### config.mk
export PLATFORM = sky130hd
export DESIGN_NAME = node_integrator_multi
export DESIGN_NICKNAME = d
export VERILOG_FILES = /design/src/rtl/node_integrator_multi_pkg.sv /design/src/rtl/node_integrator_multi_current_sum_tree.sv /design/src/rtl/node_integrator_multi.sv
export SDC_FILE = /design/constraint.sdc
export NUM_CORES = 1
export LEC_CHECK = 0
export CELL_PAD_IN_SITES_DETAIL_PLACEMENT = 0
export CELL_PAD_IN_SITES_GLOBAL_PLACEMENT = 1
export CORE_ASPECT_RATIO = 1.4
export CORE_UTILIZATION = 41
export DETAILED_ROUTE_END_ITERATION = 8
export PLACE_DENSITY_LB_ADDON = 0.1
export SLEW_MARGIN = 20
export SYNTH_ARGS = -nofsm -noshare
export SYNTH_HDL_FRONTEND = slang
export SYNTH_SLANG_ARGS = --single-unit
### constraint.sdc
create_clock -name clk -period 4.45 [get_ports clk]
set_input_delay 0.445 -clock clk [delete_from_list [all_inputs] [get_ports clk]]
set_output_delay 0.445 -clock clk [all_outputs]
set_load 0.005 [all_outputs]
### src/rtl/node_integrator_multi_pkg.sv
// node_integrator_multi_pkg
//   Constants and helpers shared by the node and transistor models:
//   the default word width, the rail values for a given width, a wide
//   signed clamp and a ceil(log2) helper for sizing accumulators.
package node_integrator_multi_pkg;

  localparam int W_DEF = 16;

  // Upper rail of a signed W-bit voltage word.
  function automatic int rail_hi(input int w);
    return (2 ** (w - 1)) - 1;
  endfunction

  // Lower rail of a signed W-bit voltage word; also the reset voltage.
  function automatic int rail_lo(input int w);
    return -(2 ** (w - 1));
  endfunction

  // Clamp done at 64 bits so callers can feed any wide intermediate.
  function automatic logic signed [63:0] sclamp(input logic signed [63:0] x,
                                                input logic signed [63:0] lo,
                                                input logic signed [63:0] hi);
    if (x > hi) return hi;
    if (x < lo) return lo;
    return x;
  endfunction

  function automatic int clog2(input int n);
    int r;
    r = 0;
    while ((1 << r) < n) r++;
    return r;
  endfunction

endpackage

### src/rtl/node_integrator_multi_current_sum_tree.sv
// current_sum_tree
//   Masked, sign-extended sum of N_IN signed channel currents.
//   Purely combinational.
// Ports:
//   i_in   N_IN*W  packed signed currents, channel k at [k*W +: W]
//   i_mask N_IN    1 = channel k included
//   o_sum  SW      signed sum, wide enough that it cannot overflow
module current_sum_tree
  import node_integrator_multi_pkg::*;
#(
  parameter int W    = W_DEF,
  parameter int N_IN = 4,
  parameter int SW   = W + clog2(N_IN) + 1
) (
  input  logic [N_IN*W-1:0]   i_in,
  input  logic [N_IN-1:0]     i_mask,
  output logic signed [SW-1:0] o_sum
);

  always_comb begin
    o_sum = '0;
    for (int k = 0; k < N_IN; k++) begin
      if (i_mask[k]) o_sum = o_sum + SW'($signed(i_in[k*W +: W]));
    end
  end

endmodule

### src/rtl/node_integrator_multi.sv
// node_integrator_multi
//   Clocked node voltage integrator. Each enabled cycle the masked channel
//   currents are summed, scaled by an arithmetic right shift and added to a
//   saturating voltage register. Adds hysteretic logic-level detection and
//   a settle detector so a switch-level netlist can be stepped to quiescence.
// Ports:
//   clk, reset   clock; asynchronous active-high reset
//   en           perform one integration step
//   init_valid   load init_v (takes priority over en)
//   init_v       signed load value
//   i_in         packed signed channel currents
//   ch_mask      per-channel include mask
//   v_out        node voltage register
//   logic_out    hysteretic logic level of v_out
//   settled      SETTLE_CYCLES consecutive quiescent steps seen
//   sat          one-cycle pulse: last update was clamped
module node_integrator_multi
  import node_integrator_multi_pkg::*;
#(
  parameter int W             = W_DEF,
  parameter int N_IN          = 4,
  parameter int SHIFT         = 2,
  parameter int VMAX          = rail_hi(W),
  parameter int VMIN          = rail_lo(W),
  parameter int VTH_HI        = 2 ** (W - 3),
  parameter int VTH_LO        = -(2 ** (W - 3)),
  parameter int SETTLE_EPS    = 4,
  parameter int SETTLE_CYCLES = 8
) (
  input  logic              clk,
  input  logic              reset,
  input  logic              en,
  input  logic              init_valid,
  input  logic [W-1:0]      init_v,
  input  logic [N_IN*W-1:0] i_in,
  input  logic [N_IN-1:0]   ch_mask,
  output logic [W-1:0]      v_out,
  output logic              logic_out,
  output logic              settled,
  output logic              sat
);

  localparam int SW = W + clog2(N_IN) + 1;
  localparam int CW = clog2(SETTLE_CYCLES + 1);

  localparam logic signed [W-1:0] C_VTH_HI = W'(VTH_HI);
  localparam logic signed [W-1:0] C_VTH_LO = W'(VTH_LO);
  localparam logic [CW-1:0]       C_SC     = CW'(SETTLE_CYCLES);
  localparam logic [SW-1:0]       C_EPS    = SW'(SETTLE_EPS);

  logic signed [W-1:0] r_v;
  logic                r_logic;
  logic                r_settled;
  logic                r_sat;
  logic [CW-1:0]       r_cnt;

  logic signed [SW-1:0] w_sum;
  logic signed [SW-1:0] w_delta;
  logic [SW-1:0]        w_delta_abs;
  logic                 w_quiet;
  logic signed [63:0]   w_step;
  logic signed [63:0]   w_init;
  logic signed [63:0]   w_pre;
  logic signed [63:0]   w_clamped;
  logic signed [W-1:0]  w_v_new;
  logic                 w_clip;
  logic                 w_logic_next;
  logic [CW-1:0]        w_cnt_next;

  current_sum_tree #(
    .W    (W),
    .N_IN (N_IN),
    .SW   (SW)
  ) u_sum (
    .i_in   (i_in),
    .i_mask (ch_mask),
    .o_sum  (w_sum)
  );

  assign w_delta = w_sum >>> SHIFT;

  // Magnitude held unsigned so the most negative delta still reads correctly.
  assign w_delta_abs = w_delta[SW-1] ? SW'(-w_delta) : SW'(w_delta);
  assign w_quiet     = (w_delta_abs <= C_EPS);

  assign w_step    = 64'(r_v) + 64'(w_delta);
  assign w_init    = 64'($signed(init_v));
  assign w_pre     = init_valid ? w_init : w_step;
  assign w_clamped = sclamp(w_pre, 64'(VMIN), 64'(VMAX));
  assign w_v_new   = w_clamped[W-1:0];
  assign w_clip    = (w_clamped != w_pre);

  always_comb begin
    w_logic_next = r_logic;
    if (w_v_new >= C_VTH_HI)      w_logic_next = 1'b1;
    else if (w_v_new <= C_VTH_LO) w_logic_next = 1'b0;
  end

  // Counts on the unclamped delta, so a node pinned at a rail stays unsettled.
  always_comb begin
    w_cnt_next = r_cnt;
    if (init_valid || !w_quiet) w_cnt_next = '0;
    else if (r_cnt != C_SC)     w_cnt_next = r_cnt + CW'(1);
  end

  always_ff @(posedge clk or posedge reset) begin
    if (reset) begin
      r_v       <= W'(VMIN);
      r_logic   <= 1'b0;
      r_settled <= 1'b0;
      r_sat     <= 1'b0;
      r_cnt     <= '0;
    end else begin
      r_sat <= 1'b0;
      if (init_valid || en) begin
        r_v       <= w_v_new;
        r_sat     <= w_clip;
        r_logic   <= w_logic_next;
        r_cnt     <= w_cnt_next;
        r_settled <= (w_cnt_next == C_SC);
      end
    end
  end

  assign v_out     = r_v;
  assign logic_out = r_logic;
  assign settled   = r_settled;
  assign sat       = r_sat;

endmodule

==> impl_metrics.tcl <==
set metrics [dict create \
    p_leak_nw 5.77 \
    die-area_um2 16900 \
    dp_hpwl_um 20100 \
    gp_congestion 0.946 \
    grt_pass1_wl_um 44400 \
    nets 1625 \
    grt_use_total_pct 32.6 \
    ctsHoldBuffers 0 \
    placed_area_um2 10800 \
    place_worst_setup_slack_ps -3870 \
    drc 0 \
    fin_hold_ws_ps 504 \
    layout_setup_ws_ps -2720 \
    synth_nets 1093 \
    dieHeight_um 154 \
    grt_overflow 0 \
    cp.required_ps 4550 \
    clock.fmax_mhz 140 \
    cts_max_path_buffers 2 \
    vias 9612 \
    fp.dieW_um 110 \
    timing.setup.tns_ps -57350 \
    wire_per_inst_um 17.7 \
    synth_enable_flop_cells 0 \
    yosysSeqAreaShare_pct 8.57 \
    skew_ps 2.97 \
    ys_seq_elements 23 \
    ff_latch_area_um2 577 \
    cts_tree "yes" \
    clk_pin_slew_ps 60 \
    antenna_left 0 \
    power_density_nw_per_um2 483 \
    routed_wirelength_um 29500 \
    rsz0062_at_grt "yes" \
    io_buffer_count 106 \
    peakVddDrop_v 0.000662 \
    initialDrtViolationCount 659 \
    start_kind "input port" \
    hp-class "reg -> reg" \
    drt-pass1-iter-count 5 \
    worst_ep_arrival_time_ps 7270 \
    core_um2 16100 \
    clock_latency_ps 270 \
    insertedDiodeCount 0 \
    cts_buffers 3 \
    cts_sinks 23 \
    ys.flop_type "dfrtp_1" \
    crit_path_frequent_cell "buf_6" \
    pin_count 107 \
    drive_above_1_share_pct 47.9 \
    placedCellCount 1556 \
    fin_crit_ps 7170 \
    floorplan.initialDensity_pct 41.8 \
    async_reset_ff_share_pct 100 \
    multiInputGateArea_um2 7150 \
    cts_max_level 1 \
    yosysTopAreaCell "ha_1" \
    root_buffer "clkbuf_16" \
    period_share_pct 161 \
    crit_path_end_kind "flop" \
    synth_top_area_share_pct 13.0 \
    critPathMaxStageDelay_ps 360 \
    grt_pass1_vias 9602 \
    synth.distinct_cells 98 \
    avgViaCountPerCell 5.78 \
    stdcell_count 1662 \
    status "complete, but fails checks" \
    fp-row-count 55 \
    path_max_fanout 8 \
    finalHoldViolCount 0 \
    critPathSlowestCell "ha_1" \
    nFillCells 1128 \
    maxCapViolCount 0 \
    worst_pin_slew_ps 1120 \
    syn2layout_area_growth_pct 91.2 \
    syn_area_um2 6730 \
    netlist_top_cells_area "ha_1 13%, dfrtp_1 8.2%, a21oi_1 6.0%, nand2_1 5.3%, o21ai_0 4.3%" \
    grt_start_max_net_pins 35 \
    slew_headroom_pct 24.8 \
    final_area_um2 12900 \
    ys_warn_count 0 \
    failed_checks "negative setup slack" \
    netlist_instances 932 \
    path_class "in -> reg" \
    antenna_found_initial 0 \
    drv_slew 0 \
    setup_viol 23 \
    synth.avg_cell_area_um2 7.22 \
]
-- per-stage QoR --
stage                     total power, mW  utilization [%]
after floorplan                      2.66                -
after global placement               4.38             67.2
after detailed placement             4.44             67.2
after CTS                            5.48             75.2
after global routing                 6.61             79.9
final                                6.21             79.9
-- worst max-delay path, delay by kind of cell --
kind	cells	cell delay (ps)
simple gates	8	1200
xor+xnor	1	110
mux	1	130
compound gates	16	3030
fa+ha+maj	4	1170
buf+inv	8	1170
-- final timing paths --
check	from	end	slack [ps]	cells after the start
worst max register to register	v_out[0]$_DFFE_PP0P_	logic_out$_DFFE_PP0P_	700	13
max in group asynchronous	reset	r_cnt[1]$_DFFE_PP0P_	3200	2
min in group asynchronous	reset	v_out[0]$_DFFE_PP0P_	680	2
worst max-delay path	ch_mask[0]	v_out[1]$_DFFE_PP0P_	-2720	38
worst min register to register	settled$_DFFE_PP0P_	settled$_DFFE_PP0P_	500	2
worst min-delay path	settled$_DFFE_PP0P_	settled$_DFFE_PP0P_	500	2
-- per-layer routing --
layer  wire, µm  vias up  track usage [%]
met5          0        -                0
met2      15500      329             62.6
li1           -     4607                -
met1      11300     4557             34.8
met4       1590        0             15.9
met3       1090      119             1.95
-- final cells by class --
type | instances | area share [%]
Clock buffer | 4 | 0.613
Inverter | 46 | 1.36
Multi-Input combinational cell | 828 | 55.6
Sequential cell | 23 | 4.48
Tap cell | 199 | 1.94
Timing Repair Buffer | 562 | 36.0
-- cell usage in the layout (no fill, tap or decap), types with 16 or more instances in the layout --
cell             count
dfrtp_1             22
nand3_1             22
o21ai_0             41
ha_4                20
and2_1              16
buf_6               24
nor2_1              72
a21o_1              24
clkdlybuf4s50_1     93
a21oi_2             34
xnor2_1             19
nand2_1             83
buf_4              428
o211ai_1            22
inv_1               37
a21oi_1             39
ha_1                48
-- power by group --
group	switching, mW	internal, mW
Clock	0.0804	0.123
Sequential	0.0891	0.297
Combinational	2.60	3.02
Total	2.77	3.44
-- state kept, by name, summed over array words and instances (netlist names) --
| name | count |
|---|---|
| v_out | 16 |
| settled | 1 |
| sat | 1 |
| logic_out | 1 |
| r_cnt | 4 |
-- Yosys cell counts, drive strengths merged (16+ instances only) --
cell / n
dfrtp: 22
nand2: 95
nor2: 77
a211oi: 23
xnor2: 23
xor2: 16
clkbuf: 26
and2: 22
a21oi: 82
ha: 70
inv: 45
a21o: 25
o211ai: 22
o21ai: 68
nand3: 28
-- logic make-up (layout without fill, tap and decap cells) --
| kind of cell | Yosys count | in the layout | share of synthesized area (%) |
|---|---|---|---|
| XOR/XNOR | 39 | 39 | 5.47 |
| AO/OA/AOI/OAI | 357 | 357 | 38.2 |
| AND/OR/NAND/NOR | 335 | 335 | 25.2 |
| adder cells (fa/ha/maj) | 73 | 73 | 13.9 |
| multiplexers | 24 | 24 | 3.81 |
| buffers and inverters | 81 | 612 | 4.89 |
| flip-flops | 23 | 23 | 8.57 |
-- repair_timing --
action,4_1_cts,5_1_grt
endpoints found under the setup margin,23,23
pin swaps,93,82
resized for setup,150,118
buffers inserted,85,24
cloned,2,0
(Power assumes the default switching activity.)
